File: config.mk
export PLATFORM = sky130hd
export DESIGN_NAME = bound_accumulator
export DESIGN_NICKNAME = d
export VERILOG_FILES = /design/src/rtl/bound_accumulator.sv
export SDC_FILE = /design/constraint.sdc
export NUM_CORES = 1
export LEC_CHECK = 0
export CAP_MARGIN = 20
export CORE_UTILIZATION = 50
export CTS_CLUSTER_DIAMETER = 100
export DETAILED_ROUTE_END_ITERATION = 7
export HOLD_SLACK_MARGIN = 0.12
export MAX_ROUTING_LAYER = met4
export PLACE_DENSITY_LB_ADDON = 0.25
export SYNTH_ARGS = -nofsm -noshare
export SYNTH_HDL_FRONTEND = slang
export SYNTH_SLANG_ARGS = --single-unit
File: constraint.sdc
create_clock -name clk -period 2.8 [get_ports clk]
set_input_delay 0.56 -clock clk [delete_from_list [all_inputs] [get_ports clk]]
set_output_delay 0.56 -clock clk [all_outputs]
set_load 0.01 [all_outputs]
File: src/rtl/bound_accumulator.sv
// Serial reduction of signed candidate bounds into the tightest [lower, upper] interval,
// with a feasibility flag and a valid/ready result handshake.
`timescale 1ns/1ps
module bound_accumulator #(
  parameter int WIDTH     = 8,
  parameter int MAX_TERMS = 16,
  localparam int CW       = $clog2(MAX_TERMS + 1)
) (
  input  logic                    clk,
  input  logic                    rst_n,
  input  logic                    start,
  input  logic                    in_valid,
  output logic                    in_ready,
  input  logic signed [WIDTH-1:0] in_bound,
  input  logic                    in_bound_activation,
  input  logic                    in_is_upper,
  input  logic                    in_last,
  output logic                    out_valid,
  input  logic                    out_ready,
  output logic signed [WIDTH-1:0] out_lower,
  output logic signed [WIDTH-1:0] out_upper,
  output logic                    out_lower_activation,
  output logic                    out_upper_activation,
  output logic                    out_feasible,
  output logic [CW-1:0]           out_count,
  output logic                    out_overflow
);

  typedef enum logic [1:0] {
    S_IDLE,
    S_ACCUM,
    S_DONE
  } state_e;

  localparam logic signed [WIDTH-1:0] MIN_VAL = {1'b1, {(WIDTH-1){1'b0}}};
  localparam logic signed [WIDTH-1:0] MAX_VAL = {1'b0, {(WIDTH-1){1'b1}}};
  localparam logic [CW-1:0]           MAX_CNT = CW'(MAX_TERMS);

  state_e                  state_q, state_d;
  logic signed [WIDTH-1:0] lower_q, lower_d;
  logic signed [WIDTH-1:0] upper_q, upper_d;
  logic                    lower_act_q, lower_act_d;
  logic                    upper_act_q, upper_act_d;
  logic [CW-1:0]           count_q, count_d;
  logic                    overflow_q, overflow_d;
  logic                    accept;

  assign accept = in_valid && (state_q == S_ACCUM);

  always_comb begin
    // NOTE: every next-state signal gets its hold value first so no path can infer a latch.
    state_d     = state_q;
    lower_d     = lower_q;
    upper_d     = upper_q;
    lower_act_d = lower_act_q;
    upper_act_d = upper_act_q;
    count_d     = count_q;
    overflow_d  = overflow_q;

    unique case (state_q)
      S_IDLE: begin
        if (start) begin
          state_d     = S_ACCUM;
          lower_d     = MIN_VAL;
          upper_d     = MAX_VAL;
          lower_act_d = 1'b0;
          upper_act_d = 1'b0;
          count_d     = '0;
          overflow_d  = 1'b0;
        end
      end

      S_ACCUM: begin
        if (accept) begin
          if (count_q == MAX_CNT) overflow_d = 1'b1;
          else                    count_d    = count_q + 1'b1;

          // The first active candidate of a side always replaces the sentinel; ties keep the stored value.
          if (in_bound_activation) begin
            if (in_is_upper) begin
              if (!upper_act_q || (in_bound < upper_q)) upper_d = in_bound;
              upper_act_d = 1'b1;
            end else begin
              if (!lower_act_q || (in_bound > lower_q)) lower_d = in_bound;
              lower_act_d = 1'b1;
            end
          end

          if (in_last) state_d = S_DONE;
        end
      end

      S_DONE: begin
        if (out_ready) state_d = S_IDLE;
      end

      default: state_d = S_IDLE;
    endcase
  end

  // NOTE: all state, including the result registers, is reset so a partial result can never leak out.
  always_ff @(posedge clk or negedge rst_n) begin
    if (!rst_n) begin
      state_q     <= S_IDLE;
      lower_q     <= MIN_VAL;
      upper_q     <= MAX_VAL;
      lower_act_q <= 1'b0;
      upper_act_q <= 1'b0;
      count_q     <= '0;
      overflow_q  <= 1'b0;
    end else begin
      // NOTE: non-blocking assignments keep every register sampling pre-edge values.
      state_q     <= state_d;
      lower_q     <= lower_d;
      upper_q     <= upper_d;
      lower_act_q <= lower_act_d;
      upper_act_q <= upper_act_d;
      count_q     <= count_d;
      overflow_q  <= overflow_d;
    end
  end

  assign in_ready             = (state_q == S_ACCUM);
  assign out_valid            = (state_q == S_DONE);
  assign out_lower            = lower_q;
  assign out_upper            = upper_q;
  assign out_lower_activation = lower_act_q;
  assign out_upper_activation = upper_act_q;
  assign out_count            = count_q;
  assign out_overflow         = overflow_q;
  assign out_feasible         = (lower_q <= upper_q);

endmodule

Word-level counts from Yosys, hierarchy flattened

Cells that the tools add are included.

Logic and storage cells: 72
Input bits: 16
Output and inout bits: 27
Flip-flop bits (word level): 26
Memories kept: 0
Bits in read-only memories: 0
Bits in latches: 0
Memory bits (writable): 0

Divide/modulo/power cells: 0
Bitwise logic cells: 0
Order comparisons: 3
Shifts and indexed selects: 0
Multipliers: 0
Add/sub/neg operators: 1
Eq/ne operators: 14
Reductions and logical operators: 14
Muxes and demuxes: 33

Operators with widths:

| cell                                                                    | count |
|---|---|
| 8-bit 2-to-1 mux                                                        | 10 |
| 8-bit one-hot mux with 2 select lines                                   | 2 |
| 2-bit by 1-bit inequality test with 1-bit output, second input constant | 8 |
| 5-bit 2-to-1 mux                                                        | 3 |
| 4-bit AND reduction                                                     | 3 |
| 6-bit AND reduction                                                     | 2 |
| 5-bit one-hot mux with 2 select lines                                   | 1 |
| 5-bit AND reduction                                                     | 2 |
| 1-bit 2-to-1 mux                                                        | 9 |
| 8-bit greater-than comparator                                           | 1 |
| 8-bit <= comparator                                                     | 1 |
| 8-bit less-than comparator                                              | 1 |
| 2-bit 2-to-1 mux                                                        | 4 |
| 2-bit inequality test, second input constant                            | 3 |
| 1-bit one-hot mux with 2 select lines                                   | 3 |
| 2-bit one-hot mux with 3 select lines                                   | 1 |
| 5-bit by 1-bit adder with 5-bit output, second input constant           | 1 |
| 5-bit == test, second input constant                                    | 1 |
| 2-bit by 1-bit == test with 1-bit output, second input constant         | 1 |
| 2-bit == test, second input constant                                    | 1 |
| 1-bit logical NOT                                                       | 2 |
| 2-bit logical NOT                                                       | 1 |
| 1-bit logical OR                                                        | 2 |
| 2-bit nonzero test                                                      | 1 |
| 1-bit logical AND                                                       | 1 |

Depth between registers and ports, before layout

Gate-level depths: netlist of the first run.

Depth after elaboration: 7
Mapped depth: 8
Depth with buffers taken out: 7

Least setup slack after synthesis of the first run

No wires, ideal clock.

Path kind: flip-flop to output port
Start point: register upper_q[1], in the netlist out_upper[1]
End point: output out_feasible
Buffers on the path: 0
Data required time: 2240 ps
Data arrival time: 1576 ps
Slack: 664 ps
Cell stages (with the launch flop): 8
Cell sequence: dfstp_2 inv_1 ha_1 nor2b_1 o21a_1 o21ai_0 nand3_1 a21oi_1

Word-level cells in the longest chain between the ends: 1

Ends and longest elaborated chain:

| what                   | line | source |
|---|---|---|
| from (decl)            | 41   | `logic signed [WIDTH-1:0] upper_q, upper_d;` |
| from (signal assigned) | 115  | `upper_q <= upper_d;` |
| 8-bit <= comparator    | 131  | `assign out_feasible = (lower_q <= upper_q);` |
| to (decl)              | 24   | `output logic out_feasible,` |

Every way passes these cells.

Final worst setup path of the first run

Same ends and word-level chain as after synthesis.

==> impl_metrics.yaml, run 1 <==
logic_synthesis:
  synth-compound-area-share: 0.189
  synth_simple_gate_area_frac: 0.143
  synthXorXnorAreaFrac: 0.0145
  yosysWarningCount: 0
  netlist.area_leader.share: 0.248
  ys_ff_latch: 26
  synthCells: 184
  ys_seq_area_frac: 0.364
  yosysUniqueCellTypes: 39
  synth.cell_area_sq_um: 1820
  synth.avg_cell_area_sq_um: 9.87
  synth.largest_area_cell: "dfrtp_1"
  netlist_top_cells_area: "dfrtp_1, ha_1, dfstp_2"
  synth_nets: 225
  synthesized_area_fraction_occupied_by_adder_cells: 0.172
  synth.area.mux_share: 0.0468
  synth_top_family_by_area: "compound AO/OA/AOI/OAI gates"
drt:
  antenna_left: 0
  drtIter0Drc: 79
  route.vias.total: 1514
  total_wire_length_after_detailed_routing_mm: 4.09
  post_drt_wl_per_cell_microns: 14.7
  vias_per_cell: 5.45
  detailed_routing_iterations_pass_1: 4
  drc: 0
timing:
  max_clock_freq_ghz: 0.383
  rsz0062_at_grt: "no"
  setup_tns_ps: 0
  timing_hold_violations_final: 0
  finalSetupViolations: 0
  drv_slew: 0
  worstMarginPinSlew_ps: 470
  worst_clock_skew_ps: 9.01
  period_share: 0.933
  relSlewSlack: 0.684
  period_needed_ps: 2610
clocking:
  tritoncts: "built"
  cts.path.max_buffers: 2
  postCtsSetupRepairBufs: 0
  cts.clk_slew.worst_paths_ps: 150
  master_cell_of_the_clock_root_buffer: "clkbuf_4"
  worst_skew_pair.late_latency_ps: 330
  number_of_buffers_added_by_the_clock_tree_synthesis_step: 3
  numClockSinks: 26
  h_tree_level_count: 1
setup_path:
  timing.critical_path.from_type: "flip-flop"
  timing.critical_path.cells: "inv_1 > ha_1 > nor2b_1 > o21a_1 > o21ai_1 > nand3_1 > a21oi_1 > clkbuf_2"
  timing.critical_path.buf_inv: 2
  critical_path_end_type: "primary output"
  critPathSlowestCell: "dfstp_2"
  timing.setup.critical_path_class: "flip-flop to primary output"
  cp.required_ps: 2240
  cp_slowest_stage_delay_ps: 560
  worst_path_dominant_cell_family: "flip-flops"
  arrival_ps: 2050
  timing.critical_path.fanout_max: 3
power:
  vdd_ir_drop_max_uv: 516
  power_density_nw_per_um2: 831
  leakagePower_nw: 1.13
place:
  dpl_cell_area_sq_um: 2290
  port_buffers: 42
  dp_cells: 274
  gp_congestion: 0.967
  place.detailed.hpwl_mm: 3.18
flow_run:
  max_cap_violations: 0
global_routing:
  vias_in_the_first_global_route: 1575
  first_pass_grt_wire_length_mm: 7.27
  grt_max_degree: 27
  grt_overflow_total: 0
  grtUsageTotal: 0.237
  antenna_violations_before_repair: 0
status:
  run_status: "complete, no violations"
floorplanning:
  floorplan.io_pins: 43
  num_rows: 21
  initial_core_util: 0.532
  die_h_microns: 62.3
  core-area_sq_um: 3420
  die_area_sq_um: 3880
  dieWidth_microns: 62.3
layout:
  signed_area_change_from_the_synthesized_netlist_to_the_final_layout_pct: 27.8
  layout.cell_area.non_filler_sq_um: 2320
  fillers: 283
  layout.cells.most_common_list: "clkdlybuf4s50_1, ha_1, inv_1, nor2_1, dfrtp_1"
  post_layout_nonfiller_instances: 278
  most_common_cell_after_layout_fill_and_taps_aside: "clkdlybuf4s50_1"
  num_antenna_cells: 0
  finalNetCount: 274
  final_layout_size_suffix_gt1_frac: 0.112
  final_core_util: 0.680
min_path:
  hold_class: "flip-flop to flip-flop"
-- synth_stat cells, drive strengths merged --
| cell | n |
|---|---|
| ha | 25 |
| inv | 24 |
| nor2 | 22 |
| dfrtp | 18 |
| o21ai | 10 |
| a22o | 8 |
| dfstp | 8 |
| nand3 | 8 |
| a21oi | 7 |
| mux2i | 7 |
| nand2 | 6 |
| a21o | 5 |
| nand4 | 4 |
| nor3 | 3 |
| xor2 | 3 |
| a31oi | 2 |
| and2 | 2 |
| nand2b | 2 |
| nor2b | 2 |
| o21a | 2 |
| o22ai | 2 |
| o31ai | 2 |
| a211oi | 1 |
| a221o | 1 |
| a22oi | 1 |
| a2bb2oi | 1 |
| a311oi | 1 |
| and3 | 1 |
| buf | 1 |
| clkbuf | 1 |
| mux2 | 1 |
| nor3b | 1 |
| nor4bb | 1 |
| o2111a | 1 |
-- registers in the layout, indices dropped and copies added (netlist names) --
name / count
out_upper: 8
out_count: 5
out_lower_activation: 1
out_upper_activation: 1
state_q: 2
out_lower: 8
out_overflow: 1
-- where the power goes --
part           total (mW)  internal (mW)  switching [mW]
logic                1.09          0.547           0.543
registers           0.643          0.530           0.113
clock network       0.198         0.0797           0.118
-- worst paths after layout --
| path | start | end | slack (ps) | cells after the start |
|---|---|---|---|---|
| setup / recovery | out_upper[1] | out_feasible | 190 | 8 |
| hold / removal | state_q[1] | state_q[0] | 530 | 1 |
| setup reg to reg | out_lower[7] | out_lower[0] | 640 | 7 |
| hold reg to reg | state_q[1] | state_q[0] | 530 | 1 |
| max in group asynchronous | rst_n | out_upper[0] | 1930 | 2 |
| min in group asynchronous | rst_n | out_lower[5] | 560 | 2 |
-- worst reg2reg max path: cells and delay by family, from the launching register on --
| family | cells | cell delay [ps] |
|---|---|---|
| adders and majority gates | 1 | 300 |
| AOI/OAI and AO/OA | 3 | 920 |
| and+or+nand+nor | 2 | 190 |
| DFF | 1 | 580 |
| buffers and inverters | 1 | 60 |
-- area by class of cell --
| class | instances | area, sq um | share of cell area |
|---|---|---|---|
| sequential | 26 | 661 | 0.284 |
| timing repair buffer | 46 | 445 | 0.192 |
| inverter | 24 | 95.1 | 0.0409 |
| tap | 46 | 57.6 | 0.0248 |
| clock buffer | 4 | 36.3 | 0.0156 |
| multi-input combinational | 132 | 1030 | 0.442 |
-- through the flow --
step                hold slack, ps  total power [mW]  worst slack [ps]
floorplan                      264              1.29               664
CTS                            527              1.94              24.7
global route                   553              2.08              69.4
detailed placement             513              1.75               135
finish                         529              1.93               188
global placement               485              1.72               164
-- metal layers --
layer,track usage,up-vias,wire length [microns]
li1,-,755,-
met1,0.323,726,1970
met2,0.374,29,1960
met3,0.0276,4,124
met4,0.0669,0,44
met5,-,-,0
-- what timing repair did --
| action | CTS | global route |
|---|---|---|
| resized for setup | 1 | 3 |
| pin swaps | 0 | 0 |
| hold buffers | 0 | 0 |
| gates cloned | 0 | 0 |
| setup endpoints to repair | 1 | 1 |
-- kinds of logic after synthesis --
| kind of cell | after synthesis |
|---|---|
| xor gates and xnor gates | 3 |
| adders and majority gates | 25 |
| buffers and inverters | 26 |
| muxes | 8 |
| AOI/OAI and AO/OA | 44 |
| and+or+nand+nor | 52 |
| DFF | 26 |
No activity file was read; power rests on OpenSTA's default activity.
==> run 2: changes to the inputs <==
--- a/config.mk
+++ b/config.mk
@@ -9,6 +9,7 @@
 export CORE_UTILIZATION = 50
 export CTS_CLUSTER_DIAMETER = 100
 export DETAILED_ROUTE_END_ITERATION = 7
+export GPL_ROUTABILITY_DRIVEN = 0
 export HOLD_SLACK_MARGIN = 0.12
 export MAX_ROUTING_LAYER = met4
 export PLACE_DENSITY_LB_ADDON = 0.25
==> run 2 against run 1 <==
Compared with the run above:
- setup slack worse by 34 ps
- clock-buffer cell count is 1 lower
- non-clock buffer count is 1 lower
- maximum frequency is 1.3% lower
- combinational power hardly changed
- register-to-register slack worse by 30 ps
- die area stayed put
- final cell count is 0.36% lower
- highest routed layer unchanged
==> impl_metrics.yaml, run 2 (synthesis gave the netlist of run 1 again) <==
global_routing:
  grtUsageTotal: 0.246
  grt_overflow_total: 0
  first_pass_grt_wire_length_mm: 7.49
  antenna_violations_before_repair: 0
  grt_max_degree: 27
  vias_in_the_first_global_route: 1639
drt:
  drtIter0Drc: 82
  route.vias.total: 1527
  total_wire_length_after_detailed_routing_mm: 4.30
  vias_per_cell: 5.51
  drc: 0
  post_drt_wl_per_cell_microns: 15.5
  antenna_left: 0
  detailed_routing_iterations_pass_1: 4
layout:
  layout.cells.most_common_list: "clkdlybuf4s50_1, ha_1, inv_1, nor2_1, dfrtp_1"
  final_layout_size_suffix_gt1_frac: 0.108
  finalNetCount: 273
  fillers: 285
  num_antenna_cells: 0
  signed_area_change_from_the_synthesized_netlist_to_the_final_layout_pct: 28.3
  ff_latch_area_sq_um: 661
  multiInputGateArea_sq_um: 1030
  most_common_cell_after_layout_fill_and_taps_aside: "clkdlybuf4s50_1"
  final_core_util: 0.682
timing:
  worst_clock_skew_ps: 9.33
  finalSetupViolations: 0
  period_share: 0.945
  period_needed_ps: 2650
  max_clock_freq_ghz: 0.378
  timing_hold_violations_final: 0
  setup_tns_ps: 0
  rsz0062_at_grt: "no"
  drv_slew: 0
  worstMarginPinSlew_ps: 460
  relSlewSlack: 0.690
  fin_ws_ps: 154
floorplanning:
  initial_core_util: 0.532
  num_rows: 21
  die_area_sq_um: 3880
  dieWidth_microns: 62.3
  core-area_sq_um: 3420
  floorplan.io_pins: 43
  die_h_microns: 62.3
setup_path:
  timing.critical_path.fanout_max: 3
  worst-r2r-setup-slack_ps: 610
  cp.required_ps: 2240
  critical_path_end_type: "primary output"
  timing.critical_path.from_type: "flip-flop"
  arrival_ps: 2090
  timing.setup.critical_path_class: "flip-flop to primary output"
clocking:
  cts.path.max_buffers: 2
  holdBufCountCts: 0
  number_of_buffers_added_by_the_clock_tree_synthesis_step: 3
  tritoncts: "built"
  cts.clk_slew.worst_paths_ps: 150
  h_tree_level_count: 1
  numClockSinks: 26
  master_cell_of_the_clock_root_buffer: "clkbuf_4"
  postCtsSetupRepairBufs: 0
  worst_skew_pair.late_latency_ps: 320
power:
  clock_power_share: 0.130
  vdd_ir_drop_max_uv: 441
  switching_share: 0.390
  seq_power_share: 0.324
  power.net_switching_uw: 778
  internal_power_mw: 1.22
  leakagePower_nw: 1.13
  power_density_nw_per_um2: 856
  share_comb_of_total_power: 0.546
min_path:
  hold_class: "flip-flop to flip-flop"
status:
  run_status: "complete, no violations"
flow_run:
  max_cap_violations: 0
place:
  port_buffers: 42
  placement.setup.worst_slack_ps: 131
  place.detailed.hpwl_mm: 3.31
run 2: timing repair:
action	CTS	global route
gates resized for setup	1	2
setup endpoints to repair	1	1
pin swaps	0	0
cloned	0	0
run 2: routing by layer:
| layer | vias up | wire length (microns) | global-route usage | share of wire |
|---|---|---|---|---|
| met5 | - | 0 | - | 0 |
| met4 | 0 | 21 | 0.0640 | 0.0049 |
| met3 | 2 | 163 | 0.0313 | 0.038 |
| met2 | 36 | 2070 | 0.393 | 0.48 |
| met1 | 741 | 2040 | 0.331 | 0.47 |
| li1 | 748 | - | - | - |
run 2: power by group through the flow:
stage                     combinational (mW)  clock, mW  sequential, mW
final                                   1.09      0.259           0.646
after global routing                    1.21      0.283           0.665
after CTS                               1.09      0.265           0.645
after detailed placement                1.10          0           0.650
after global placement                  1.07          0           0.642
after floorplan                        0.614          0           0.677
run 2: stage by stage:
step / power (mW) / hold WS (ps) / cells / instance area (sq um)
global route: 2.16 / 543 / 277 / 2330
global placement: 1.71 / 484 / 273 / 2280
detailed placement: 1.75 / 500 / 273 / 2280
floorplan: 1.29 / 264 / 184 / 1820
CTS: 2.00 / 521 / 277 / 2330
finish: 1.99 / 526 / 277 / 2330
run 2: final timing paths:
path                               from      endpoint  cells after the start
min in group asynchronous         rst_n  out_upper[7]                      2
max in group asynchronous         rst_n  out_upper[6]                      2
max                        out_upper[1]  out_feasible                      8
max reg2reg                out_lower[7]  out_lower[2]                      7
min reg2reg                  state_q[1]    state_q[0]                      1
min                          state_q[1]    state_q[0]                      1
run 2: layout make-up:
type,count,area share
Timing Repair Buffer,45,0.188
Clock buffer,3,0.00966
Tap cell,46,0.0247
Inverter,24,0.0408
Multi-Input combinational cell,132,0.441
Clock inverter,1,0.0129
Sequential cell,26,0.283
run 2: worst max-delay path, cell delays in order (launching register included):
cell      delay [ps]
dfstp_2          560
inv_1             70
ha_1             300
nor2b_1          140
o21a_1           160
o21ai_0          160
nand3_1          100
a21oi_1          140
clkbuf_2         150
==> run 3: changes to the inputs <==
--- a/config.mk
+++ b/config.mk
@@ -5,8 +5,9 @@
 export SDC_FILE = /design/constraint.sdc
 export NUM_CORES = 1
 export LEC_CHECK = 0
+export ABC_AREA = 1
 export CAP_MARGIN = 20
-export CORE_UTILIZATION = 50
+export CORE_UTILIZATION = 51
 export CTS_CLUSTER_DIAMETER = 100
 export DETAILED_ROUTE_END_ITERATION = 7
 export GPL_ROUTABILITY_DRIVEN = 0
==> run 3 against run 2 <==
Compared with the run above:
- critical path depth unchanged
- clock-buffer cell count up 1
- non-clock buffer count down 1
- critical path type unchanged
- critical endpoint unchanged
- largest power group unchanged
- highest routed layer unchanged
==> impl_metrics.yaml, run 3 <==
timing:
  drv_slew: 0
  rsz0062_at_grt: "no"
  fin_ws_ps: 165
  period_needed_ps: 2640
  setup_tns_ps: 0
  period_share: 0.941
  relSlewSlack: 0.768
  worst_clock_skew_ps: 2.48
  finalSetupViolations: 0
  worstMarginPinSlew_ps: 348
  max_clock_freq_ghz: 0.379
  timing_hold_violations_final: 0
setup_path:
  critical-path-top-cell-by-count: "a21oi_1"
  timing.critical_path.fanout_max: 3
  timing.setup.critical_path_class: "flip-flop to primary output"
  ff2ff_path_depth: 11
  timing.critical_path.from_type: "flip-flop"
  cp.required_ps: 2240
  timing.critical_path.cells: "inv_1 > ha_1 > a21oi_1 > o21ai_1 > a21oi_1 > xor2_1 > nand2_1 > dlygate4sd2_1"
  critical_path.reg2reg.endpoint: "out_lower[2]"
  arrival_ps: 2080
  timing.rr.start: "out_lower[7]"
  worst-r2r-setup-slack_ps: 850
  critical_path_end_type: "primary output"
  cp_slowest_stage_delay_ps: 550
  timing.critical_path.buf_inv: 2
  worst_path_dominant_cell_family: "flip-flops"
  critPathSlowestCell: "dfstp_2"
logic_synthesis:
  synth_nets: 290
  ys.flop_type: "dfrtp_1"
  yosysUniqueCellTypes: 31
  synth_async_sr_flop_share: 1.00
  synth.largest_area_cell: "dfrtp_1"
  synth-compound-area-share: 0.0811
  synthXorXnorAreaFrac: 0.00901
  synth.avg_cell_area_sq_um: 7.80
  netlist_top_cells_area: "dfrtp_1, ha_1, nand2_1"
  synth.area.mux_share: 0
  netlist.area_leader.share: 0.232
  synthesized_area_fraction_occupied_by_adder_cells: 0.161
  synth_simple_gate_area_frac: 0.322
  ys_seq_area_frac: 0.340
  yosysWarningCount: 0
  ys_ff_latch: 26
  synth.cell_area_sq_um: 1940
  post-synth-top-count-cell: "nand2_1"
  synthTopCellsByCount: "nand2_1, inv_1, ha_1"
  synth_edf_count: 0
  synthCells: 249
  synth_top_family_by_area: "simple AND/OR/NAND/NOR gates"
drt:
  drc: 0
  detailed_routing_iterations_pass_1: 5
  vias_per_cell: 5.06
  drtIter0Drc: 31
  total_wire_length_after_detailed_routing_mm: 4.15
  post_drt_wl_per_cell_microns: 12.1
  route.vias.total: 1742
  antenna_left: 0
global_routing:
  grtUsageTotal: 0.237
  vias_in_the_first_global_route: 1764
  first_pass_grt_wire_length_mm: 7.44
  grt_overflow_total: 0
  grt_max_degree: 27
  antenna_violations_before_repair: 0
clocking:
  h_tree_level_count: 1
  cts.clk_slew.worst_paths_ps: 90
  worst_skew_pair.late_latency_ps: 280
  numClockSinks: 26
  master_cell_of_the_clock_root_buffer: "clkbuf_8"
  tritoncts: "built"
  cts.path.max_buffers: 2
  number_of_buffers_added_by_the_clock_tree_synthesis_step: 3
floorplanning:
  core-area_sq_um: 3660
  dieWidth_microns: 63.7
  floorplan.io_pins: 43
  die_h_microns: 63.7
  die_area_sq_um: 4060
  initial_core_util: 0.531
  num_rows: 22
status:
  run_status: "complete, no violations"
min_path:
  hold_depth: 2
  worst_hold_path.endpoint: "out_upper[4]"
  hold_class: "flip-flop to flip-flop"
  min-delay-start: "out_upper[4]"
power:
  seq_power_share: 0.276
  switching_share: 0.456
  vdd_ir_drop_max_uv: 611
  report.power.total_mw: 2.58
  power_density_nw_per_um2: 1040
  leakagePower_nw: 1.24
  clock_power_share: 0.098
  power.net_switching_mw: 1.18
  share_comb_of_total_power: 0.626
  internal_power_mw: 1.40
layout:
  fillers: 321
  ff_latch_area_sq_um: 661
  finalNetCount: 338
  final_layout_size_suffix_gt1_frac: 0.108
  most_common_cell_after_layout_fill_and_taps_aside: "nand2_1"
  post_layout_nonfiller_instances: 344
  layout.cells.most_common_list: "nand2_1, clkdlybuf4s50_1, inv_1, ha_1, nand3_1"
  signed_area_change_from_the_synthesized_netlist_to_the_final_layout_pct: 27.7
  multiInputGateArea_sq_um: 1110
  final_core_util: 0.678
  num_antenna_cells: 0
place:
  place.detailed.hpwl_mm: 3.21
  placement.setup.worst_slack_ps: 237
  dp_cells: 339
  port_buffers: 42
flow_run:
  max_cap_violations: 0
[run 3: worst register-to-register path: stages (launching register included)]
cell and delay [ps]:
dfstp_2 570, inv_1 50, ha_1 320, a21o_1 190, nor2_1 130, nand2_1 70
nand2_1 50, nand3_1 80, nand2_2 180, nand2_4 110, nand2_1 80, nand2_1 40
[run 3: power groups by stage]
stage	registers [mW]	clock network [mW]	logic, mW
floorplan	0.761	0	1.01
global placement	0.712	0	1.59
detailed placement	0.721	0	1.63
CTS	0.714	0.255	1.62
global route	0.739	0.276	1.83
finish	0.713	0.252	1.62
[run 3: how the worst max path moves through the flow]
| stage | from | end | slack (ps) | cells past startpoint |
|---|---|---|---|---|
| after CTS | out_upper[3] | out_feasible | 110 | 8 |
| after floorplan | out_upper[3] | out_feasible | 770 | 7 |
| after global placement | out_upper[3] | out_feasible | 290 | 8 |
| after global routing | out_upper[1] | out_feasible | 10 | 8 |
| after detailed placement | out_upper[3] | out_feasible | 240 | 8 |
| final | out_upper[1] | out_feasible | 160 | 8 |
[run 3: metrics by stage]
step                instance area (sq um)  hold WS (ps)
floorplan                            1940           264
detailed placement                   2420           461
global route                         2480           505
CTS                                  2470           476
finish                               2480           474
global placement                     2420           463
[run 3: kinds of logic (layout without fill, tap and decap cells)]
group           Yosys count  in the layout
buf+inv                  41             88
flops                    26             26
compound gates           26             26
xor+xnor                  2              2
simple gates            129            129
fa+ha+maj                25             25
[run 3: layout make-up]
type / count / area share
multi-input cells: 182 / 0.449
flip-flops and latches: 26 / 0.266
repair buffers: 44 / 0.175
inverters: 40 / 0.0635
well taps: 48 / 0.0242
clock buffers: 4 / 0.0222
[run 3: layer usage]
metal,up-vias,wire (microns),track usage
met5,-,0,-
met4,0,59,0.0938
met3,7,122,0.0181
met2,38,1970,0.402
met1,802,2000,0.292
li1,895,-,-
[run 3: what timing repair did]
item,4_1_cts,5_1_grt
endpoints found under the setup margin,1,1
hold endpoints to repair,0,0
hold buffers,0,0
gates resized for setup,1,1
buffers inserted,0,1
pin swaps,1,2
